--- config.mk ---
export PLATFORM = sky130hd
export DESIGN_NAME = muldiv_unit
export DESIGN_NICKNAME = d
export VERILOG_FILES = /design/src/rtl/muldiv_unit.sv
export SDC_FILE = /design/constraint.sdc
export NUM_CORES = 1
export LEC_CHECK = 0
export ABC_AREA = 1
export CELL_PAD_IN_SITES_DETAIL_PLACEMENT = 1
export CELL_PAD_IN_SITES_GLOBAL_PLACEMENT = 1
export CORE_ASPECT_RATIO = 0.7
export CORE_MARGIN = 2
export CORE_UTILIZATION = 43
export CTS_CLUSTER_SIZE = 12
export DETAILED_ROUTE_END_ITERATION = 7
export PLACE_DENSITY_LB_ADDON = 0.1
export SLEW_MARGIN = 20
export SYNTH_ARGS = -nofsm -noshare
export SYNTH_HDL_FRONTEND = slang
export SYNTH_SLANG_ARGS = --single-unit
--- constraint.sdc ---
create_clock -name clk -period 17.6 [get_ports clk]
set_input_delay 4.4 -clock clk [delete_from_list [all_inputs] [get_ports clk]]
set_output_delay 4.4 -clock clk [all_outputs]
set_load 0.02 [all_outputs]
--- src/rtl/muldiv_unit.sv ---
// Iterative multiply/divide unit with HI/LO registers, WIDTH+1 cycles per operation.
// Define MULDIV_DIV_EN to compile in the restoring divider; otherwise every start is a multiply.
//
// state | meaning
// ------+---------------------------------------------------------------
// IDLE  | waiting for start; operands and signs latched on acceptance
// RUN   | one shift-add / restoring-divide step per cycle, WIDTH cycles
// FIX   | sign correction, HI/LO write, done pulse follows
module muldiv_unit #(
    parameter int WIDTH = 32
) (
    input  logic             clk,
    input  logic             reset,
    input  logic             start,
    input  logic             sgn,
    input  logic             div,
    input  logic [WIDTH-1:0] srca,
    input  logic [WIDTH-1:0] srcb,
    input  logic             lohi,
    output logic [WIDTH-1:0] result,
    output logic [WIDTH-1:0] hi,
    output logic [WIDTH-1:0] lo,
    output logic             busy,
    output logic             done
);

    localparam int CW = (WIDTH > 1) ? $clog2(WIDTH) : 1;
    localparam logic [CW-1:0] CNT_LAST = CW'(WIDTH - 1);

    typedef enum logic [1:0] {S_IDLE, S_RUN, S_FIX} state_t;

    state_t             state, state_nxt;
    logic [CW-1:0]      cnt;
    logic [WIDTH-1:0]   opa;
    logic [2*WIDTH-1:0] acc;
    logic               neg_lo;
    logic               op_div;
    logic               is_div;

    logic               sa, sb;
    logic [WIDTH-1:0]   mag_a, mag_b;
    logic [WIDTH:0]     add_sum;
    logic [2*WIDTH-1:0] mul_nxt;
    logic [2*WIDTH-1:0] prod;
    logic [WIDTH-1:0]   fix_hi, fix_lo;

`ifdef MULDIV_DIV_EN
    logic               neg_hi;
    logic               div_zero;
    logic [WIDTH-1:0]   a_raw;
    logic [2*WIDTH:0]   div_sh;
    logic [WIDTH:0]     div_trial;
    logic [2*WIDTH-1:0] div_nxt;
    logic [WIDTH-1:0]   quo, rem;

    assign is_div = div;
`else
    logic unused_div;

    assign is_div     = 1'b0;
    assign op_div     = 1'b0;
    assign unused_div = div;
`endif

    // Magnitudes are WIDTH-bit unsigned, so the most negative value maps cleanly.
    assign sa    = sgn & srca[WIDTH-1];
    assign sb    = sgn & srcb[WIDTH-1];
    assign mag_a = sa ? -srca : srca;
    assign mag_b = sb ? -srcb : srcb;

    always_ff @(posedge clk or posedge reset) begin
        if (reset) begin
            state <= S_IDLE;
        end else begin
            state <= state_nxt;
        end
    end

    always_comb begin
        state_nxt = state;
        case (state)
            S_IDLE:  if (start) state_nxt = S_RUN;
            S_RUN:   if (cnt == CNT_LAST) state_nxt = S_FIX;
            S_FIX:   state_nxt = S_IDLE;
            default: state_nxt = S_IDLE;
        endcase
    end

    always_comb begin
        busy   = (state != S_IDLE);
        result = lohi ? hi : lo;
    end

    // Multiply step: add multiplicand into the upper half when the LSB is set, then shift right.
    always_comb begin
        add_sum = {1'b0, acc[2*WIDTH-1:WIDTH]} + {1'b0, (acc[0] ? opa : {WIDTH{1'b0}})};
        mul_nxt = {add_sum, acc[WIDTH-1:1]};
    end

`ifdef MULDIV_DIV_EN
    // Restoring step: acc holds {remainder, remaining dividend/quotient bits}.
    always_comb begin
        div_sh    = {acc, 1'b0};
        div_trial = div_sh[2*WIDTH:WIDTH] - {1'b0, opa};
        div_nxt   = div_trial[WIDTH] ? div_sh[2*WIDTH-1:0]
                                     : {div_trial[WIDTH-1:0], div_sh[WIDTH-1:1], 1'b1};
    end
`endif

    always_comb begin
        prod   = neg_lo ? -acc : acc;
        fix_hi = prod[2*WIDTH-1:WIDTH];
        fix_lo = prod[WIDTH-1:0];
`ifdef MULDIV_DIV_EN
        quo = acc[WIDTH-1:0];
        rem = acc[2*WIDTH-1:WIDTH];
        if (op_div) begin
            if (div_zero) begin
                fix_lo = {WIDTH{1'b1}};
                fix_hi = a_raw;
            end else begin
                fix_lo = neg_lo ? -quo : quo;
                fix_hi = neg_hi ? -rem : rem;
            end
        end
`endif
    end

    always_ff @(posedge clk or posedge reset) begin
        if (reset) begin
            cnt    <= '0;
            opa    <= '0;
            acc    <= '0;
            neg_lo <= 1'b0;
            hi     <= '0;
            lo     <= '0;
            done   <= 1'b0;
`ifdef MULDIV_DIV_EN
            op_div   <= 1'b0;
            neg_hi   <= 1'b0;
            div_zero <= 1'b0;
            a_raw    <= '0;
`endif
        end else begin
            done <= (state == S_FIX);
            case (state)
                S_IDLE: begin
                    if (start) begin
                        cnt    <= '0;
                        opa    <= is_div ? mag_b : mag_a;
                        acc    <= {{WIDTH{1'b0}}, (is_div ? mag_a : mag_b)};
                        neg_lo <= sa ^ sb;
`ifdef MULDIV_DIV_EN
                        op_div   <= is_div;
                        neg_hi   <= sa;
                        div_zero <= (srcb == '0);
                        a_raw    <= srca;
`endif
                    end
                end
                S_RUN: begin
                    cnt <= cnt + 1'b1;
`ifdef MULDIV_DIV_EN
                    acc <= op_div ? div_nxt : mul_nxt;
`else
                    acc <= mul_nxt;
`endif
                end
                S_FIX: begin
                    hi <= fix_hi;
                    lo <= fix_lo;
                end
                default: ;
            endcase
        end
    end

endmodule

======== After elaboration in Yosys (flattened, before gate mapping) ========
Index checks and enable logic that the tools add are counted.
operators by class
  add/subtract/negate cells ............... 5
  equal/unequal tests ..................... 5
  multiplexer cells ....................... 12
  bitwise logic cells ..................... 3
  reduce and logical (&&, ||, !) cells .... 6
operator list
  kind                   number
  $mux W32               4
  $mux W64               2
  $pmux W64 S2           1
  $neg A32 Y32           2
  $neg A64 Y64           1
  $add A32 B32 Y33       1
  $pmux W5 S2            1
  $reduce_and A2 Y1      3
  $add A5 B1 Y5 const B  1
  $eq A5 B5 Y1 const B   1
  $mux W5                1
  $mux W2                2
  $ne A2 B2 Y1 const B   2
  $pmux W2 S2            1
  $reduce_bool A2 Y1     2
  $and A1 B1 Y1          2
  $eq A2 B1 Y1 const B   1
  $eq A2 B2 Y1 const B   1
  $logic_not A2 Y1       1
  $xor A1 B1 Y1          1
word-level totals
  flip-flop bits (word level) ............. 169
  input bits .............................. 70
  logic and storage cells ................. 39

======== Logic depth before layout (Yosys ltp) ========
Gate-level depths: netlist (run 1).
  depth in word-level cells ............... 4
  depth in mapped cells ................... 18
  depth with buffers taken out ............ 16

======== Least setup slack after synthesis (run 1) ========
OpenSTA, ideal clock, no wires.
  path type ............................... input to output
  from .................................... input port lohi
  to ...................................... output port result[11]
  arrival ................................. 5.267 ns
  required time ........................... 13.200 ns
  setup slack ............................. 7.933 ns
  stages .................................. 4
  buffers on the path ..................... 2
  path through ............................ clkbuf_1 -> buf_1 -> nor2_1 -> a21oi_1
on the way
  cells in the longest elaborated chain, start to end .. 1
RTL lines
  element          line  text
  start, declared  19    input logic lohi,
  $mux W32         91    result = lohi ? hi : lo;
  end, declared    20    output logic [WIDTH-1:0] result,
No other way between the ends.

======== Worst setup path after layout (run 1) ========
  from .................................... input port lohi
  to ...................................... output port result[7]
Same word-level chain as after synthesis.

==> reports/qor.yml, run 1 <==
timing:
  worst_pin_slew_ns: 1.05
  timing.fmax_mhz: 95.6
  finalMaxSlewViolations: 0
  fin_worst_skew_ns: 0.0129
  hold_violations: 0
  final.setup.tns_ns: 0
  rsz0062_at_grt: "false"
  setup_ws_ns: 7.14
  relSlewSlack: 0.296
  final-setup-viol-count: 0
  timing.final.crit_period_ns: 10.46
  finalCritPeriodShare: 0.594
floorplanning:
  dieArea_sq_um: 32500
  core_area_sq_um: 30300
  initial_core_util: 0.440
  die_h_microns: 151
  die_x_microns: 215
  std_cell_rows: 53
  io_pins: 168
placed_design:
  pre_cts_ws_ns: 7.14
  place.detailed.hpwl_microns: 41700
  dpl_cell_area_sq_um: 15400
  io_buffers: 166
  routabilityCongestion: 0.938
critical_path:
  path_class: "primary input to output pin"
  setup.worst_path.start_class: "primary input"
  crit_required_ns: 13.20
  critPathMaxFanout: 50
  cp.arrival_ns: 6.06
  endpoint_kind: "output pin"
  rrSetupSlack_ns: 14.36
pwr:
  seqPwrFrac: 0.295
  swShare: 0.529
  p_total_w: 0.00254
  power_leakage_nw: 7.93
  p_int_w: 0.00120
  vdd_drop_max_mv: 0.0714
  p_comb_frac: 0.551
  powerDensity_nw_per_um2: 159
  clockPowerShare: 0.154
  netSwitchingPower_w: 0.00134
cts:
  root_buffer: "clkbuf_16"
  numCtsBuffers: 17
  clkLatencyLatePin_ns: 0.47
  htreeDepth: 4
  clkTransAtPathRegs_ns: 0.07
  clockBufferDepth: 2
  cts_resized: 0
  cts_hold_buf: 0
  cts_setup_buffers: 0
  cts_tree: "yes"
  clock-sinks: 169
logic_synthesis:
  synth_ff_type: "dfrtp_1"
  synth_cell_types: 48
  syn_inst: 2127
  ys_seq_area_frac: 0.317
  synth_edf_count: 0
  synthArstFlopShare: 1.00
  synth_area_sq_um: 13300
  synth_fp_nets: 2235
  synth.avg_cell_area_sq_um: 6.27
  yosys_warnings: 0
  ys_ff_latch: 169
job:
  drv_cap: 0
min_path:
  hold_class: "flip-flop to flip-flop"
detailed_routing:
  vias_per_cell: 5.49
  drt_pass1_iterations: 5
  routed_wl_microns: 52800
  drtIter0Drc: 1218
  drcViolationCount: 0
  routedWlPerCell_microns: 19.7
  vias: 14700
  antenna_left: 0
grt:
  overflow: 0
  grt_pass1_vias: 14400
  antenna_found_initial: 0
  grt_pass1_wl_microns: 81800
  grt_max_degree: 65
  grt.total_usage: 0.327
final_layout:
  layout.cells.most_common_list: "nand2_1 (723), inv_1 (267), nor2_1 (238), nand3_1 (199), dfrtp_1 (168)"
  final_util: 0.526
  final_nets: 2367
  finalInstanceArea_sq_um: 15900
  area_growth_syn_to_layout_pct: 19.4
  fillers: 4135
  layout-drive-gt1-share: 0.0555
  layout_commonest_cell: "nand2_1"
  diodes: 0
run_status:
  status: "finished, final reports clean"
## power groups by stage
stage	sequential, W	clock [W]	combinational, W
5_1_grt	0.000761	0.000406	0.00157
3_3_place_gp	0.000738	0	0.00131
4_1_cts	0.000739	0.000392	0.00138
6_report	0.000750	0.000390	0.00140
3_5_place_dp	0.000744	0	0.00136
2_1_floorplan	0.000656	0	0.000969
## critical path, cell delays in order
cell             delay (ns)
buf_2                  0.67
mux2_2                 0.42
clkdlybuf4s50_1        0.55
## path summary, 6_finish.rpt
check / start / to / depth (start not counted)
worst max-delay path: lohi / result[7] / 3
worst min register to register: opa[18] / opa[18] / 2
max in group asynchronous: reset / neg_lo / 3
min in group asynchronous: reset / done / 2
worst max register to register: state[1] / acc[10] / 7
worst min-delay path: opa[18] / opa[18] / 2
## cells in the mapped netlist, types with 5 or more instances
cell type | instances | area [sq um]
nand4_1 | 23 | 144
nor4_1 | 5 | 31.3
a22oi_1 | 27 | 203
o21ai_1 | 20 | 100
a21oi_1 | 47 | 235
xnor2_1 | 8 | 70.1
mux2_2 | 14 | 158
or2_2 | 6 | 37.5
nor2_2 | 19 | 119
a31oi_1 | 6 | 37.5
dfrtp_1 | 169 | 4230
nor2_1 | 238 | 893
o21ai_0 | 106 | 531
nand2_1 | 725 | 2720
buf_1 | 10 | 37.5
xor2_1 | 36 | 315
ha_1 | 37 | 463
nand3b_1 | 9 | 67.6
nand3_1 | 199 | 996
o22ai_1 | 13 | 81.3
o21bai_1 | 8 | 60.1
nor3_1 | 15 | 75.1
clkbuf_1 | 36 | 135
nand2_2 | 10 | 62.6
inv_2 | 14 | 52.6
inv_1 | 268 | 1010
nor2_4 | 5 | 56.3
buf_2 | 16 | 80.1
## layer usage
layer,GRT usage,wire (microns)
met2,0.489,22200
met5,0,0
met3,0.0677,3510
met1,0.489,26500
met4,0.0569,598
## area by class of cell
type	count	area [sq um]	share of cell area
inverters	283	1070	0.0670
flip-flops and latches	169	4230	0.265
clock buffers	19	453	0.0284
repair buffers	175	1720	0.108
multi-input cells	1613	7820	0.490
well taps	412	515	0.0323
clock inverters	13	133	0.00832
## stage by stage
step / hold slack (ns) / instances
floorplan: 0.449 / 2127
global placement: 0.464 / 2652
detailed placement: 0.468 / 2652
CTS: 0.487 / 2684
global route: 0.502 / 2684
finish: 0.484 / 2684
## sequential cells by signal, indices dropped and copies added, names as in the netlist
signal / cells
hi: 32
cnt: 5
acc: 64
opa: 32
lo: 32
done: 1
state: 2
neg_lo: 1
## cells by family after synthesis
family / share of synthesized area
AND/OR/NAND/NOR: 0.404
buffers and inverters: 0.0985
AO/OA/AOI/OAI: 0.104
flip-flops: 0.317
XOR/XNOR: 0.0289
adder cells (fa/ha/maj): 0.0362
multiplexers: 0.0118
Power figures use the tool's default switching activity.
==> run 2: changes to the inputs <==
CORE_UTILIZATION = 36   (was 43)
clock period = 9.25 ns   (was 17.6 ns; I/O delays follow)
==> reports/qor.yml, run 2 (synthesized netlist as in run 1, its figures left out) <==
final_layout:
  diodes: 0  # unchanged
  layout-drive-gt1-share: 0.0550  # -0.000440
  largest_reg_flops: 64  # unchanged
  area_growth_syn_to_layout_pct: 20.1
  layout.cells.most_common_list: "nand2_1 (723), inv_1 (267), nor2_1 (238), nand3_1 (199), dfrtp_1 (168)"
  layout_commonest_cell: "nand2_1"
  top_register: "acc"
  final_nets: 2367  # unchanged
cts:
  clock-sinks: 169  # unchanged
  cts_hold_buf: 0  # unchanged
  root_buffer: "clkbuf_16"
  cts_tree: "yes"
  numCtsBuffers: 17  # unchanged
  clockBufferDepth: 2  # unchanged
  htreeDepth: 4  # unchanged
  clkTransAtPathRegs_ns: 0.07  # about the same
  clkLatencyLatePin_ns: 0.46  # about the same
  cts_setup_buffers: 0  # unchanged
  cts_resized: 0  # unchanged
timing:
  finalMaxSlewViolations: 0  # unchanged
  final.setup.tns_ns: 0  # unchanged
  hold_violations: 0  # unchanged
  rsz0062_at_grt: "false"
  relSlewSlack: 0.415  # +0.119
  timing.fmax_mhz: 159
  finalCritPeriodShare: 0.678
  worst_pin_slew_ns: 0.877  # -0.175 ns
  fin_worst_skew_ns: 0.0186  # +0.00565 ns
  final-setup-viol-count: 0  # unchanged
  timing.final.crit_period_ns: 6.27
floorplanning:
  initial_core_util: 0.369  # -0.0718
  dieArea_sq_um: 38700  # +19%
  std_cell_rows: 58  # +9.4%
  core_area_sq_um: 36200  # +19%
  io_pins: 168  # unchanged
  die_x_microns: 234  # +9.1%
  die_h_microns: 165  # +9.0%
detailed_routing:
  routed_wl_microns: 52700  # -0.23%
  drt_pass1_iterations: 5  # unchanged
  drtIter0Drc: 1104  # -9.4%
  antenna_left: 0  # unchanged
  routedWlPerCell_microns: 19.1  # -2.7%
  vias: 14500  # -1.9%
  drcViolationCount: 0  # unchanged
  vias_per_cell: 5.25  # -4.3%
grt:
  grt_pass1_vias: 14000  # -2.4%
  grt.total_usage: 0.278  # -0.0494
  overflow: 0  # unchanged
  antenna_found_initial: 1  # +1
  grt_pass1_wl_microns: 81800  # about the same
  grt_max_degree: 75  # +15%
critical_path:
  r2r-start: "state[1]"
  critPathMaxFanout: 50  # unchanged
  path_class: "primary input to output pin"
  cp.arrival_ns: 3.96  # -2.10 ns
  critPathLaunch: "lohi"
  setup.worst_path.start_class: "primary input"
  crit_required_ns: 6.94  # -6.26 ns
  endpoint_kind: "output pin"
job:
  drv_cap: 0  # unchanged
pwr:
  power_leakage_nw: 7.94  # about the same
  p_total_w: 0.00482  # +90%
  powerDensity_nw_per_um2: 301  # +89%
  vdd_drop_max_mv: 0.155  # +120%
placed_design:
  io_buffers: 166  # unchanged
  routabilityCongestion: 0.921  # -1.8%
  place.detailed.hpwl_microns: 42100  # +0.87%
min_path:
  hold_class: "flip-flop to flip-flop"
  worstHoldStart: "opa[17]"
run_status:
  status: "finished, final reports clean"
-- run 2: worst max-delay path, stage by stage --
cell,delay (ns)
buf_2,0.66
mux2_2,0.41
clkdlybuf4s50_1,0.54
-- run 2: per-stage QoR --
stage,area [sq um],utilization,setup WS [ns],std cells,hold WS (ns)
global route,16000,0.443,2.90,2752,0.509
floorplan,13300,-,2.36,2127,0.449
CTS,16000,0.442,3.00,2752,0.492
global placement,15400,0.426,3.03,2720,0.468
finish,16000,0.443,2.98,2752,0.487
detailed placement,15400,0.426,3.00,2720,0.471
-- run 2: final timing paths --
kind                                  end  slack (ns)  cells past startpoint
worst max-delay path            result[2]        2.98                      3
worst min-delay path              opa[17]        0.49                      2
worst max register to register    acc[26]        6.36                      7
worst min register to register    opa[17]        0.49                      2
max in group asynchronous          hi[16]        5.51                      3
min in group asynchronous            done        2.34                      2
-- run 2: per-layer routing --
metal  vias up  routed length (microns)  part of all wire  track usage
met5         -                       12           0.00023            0
li1       7020                        -                 -            -
met2       329                    21400              0.41        0.395
met1      7079                    27600              0.52        0.435
met4         2                      546             0.010       0.0480
met3        28                     3100             0.059       0.0493
-- run 2: area by class of cell --
type                       instances  area [sq um]
fill                            4825         20200
multi-input combinational       1613          7820
sequential                       169          4230
timing repair buffer             175          1720
inverter                         283          1070
tap                              480           601
clock buffer                      19           443
clock inverter                    13           138
-- run 2: where the power goes --
| group | internal [W] | switching, W | total [W] |
|---|---|---|---|
| Sequential | 0.000999 | 0.000419 | 0.00142 |
| Clock | 0.000385 | 0.000349 | 0.000735 |
| Combinational | 0.000885 | 0.00178 | 0.00267 |
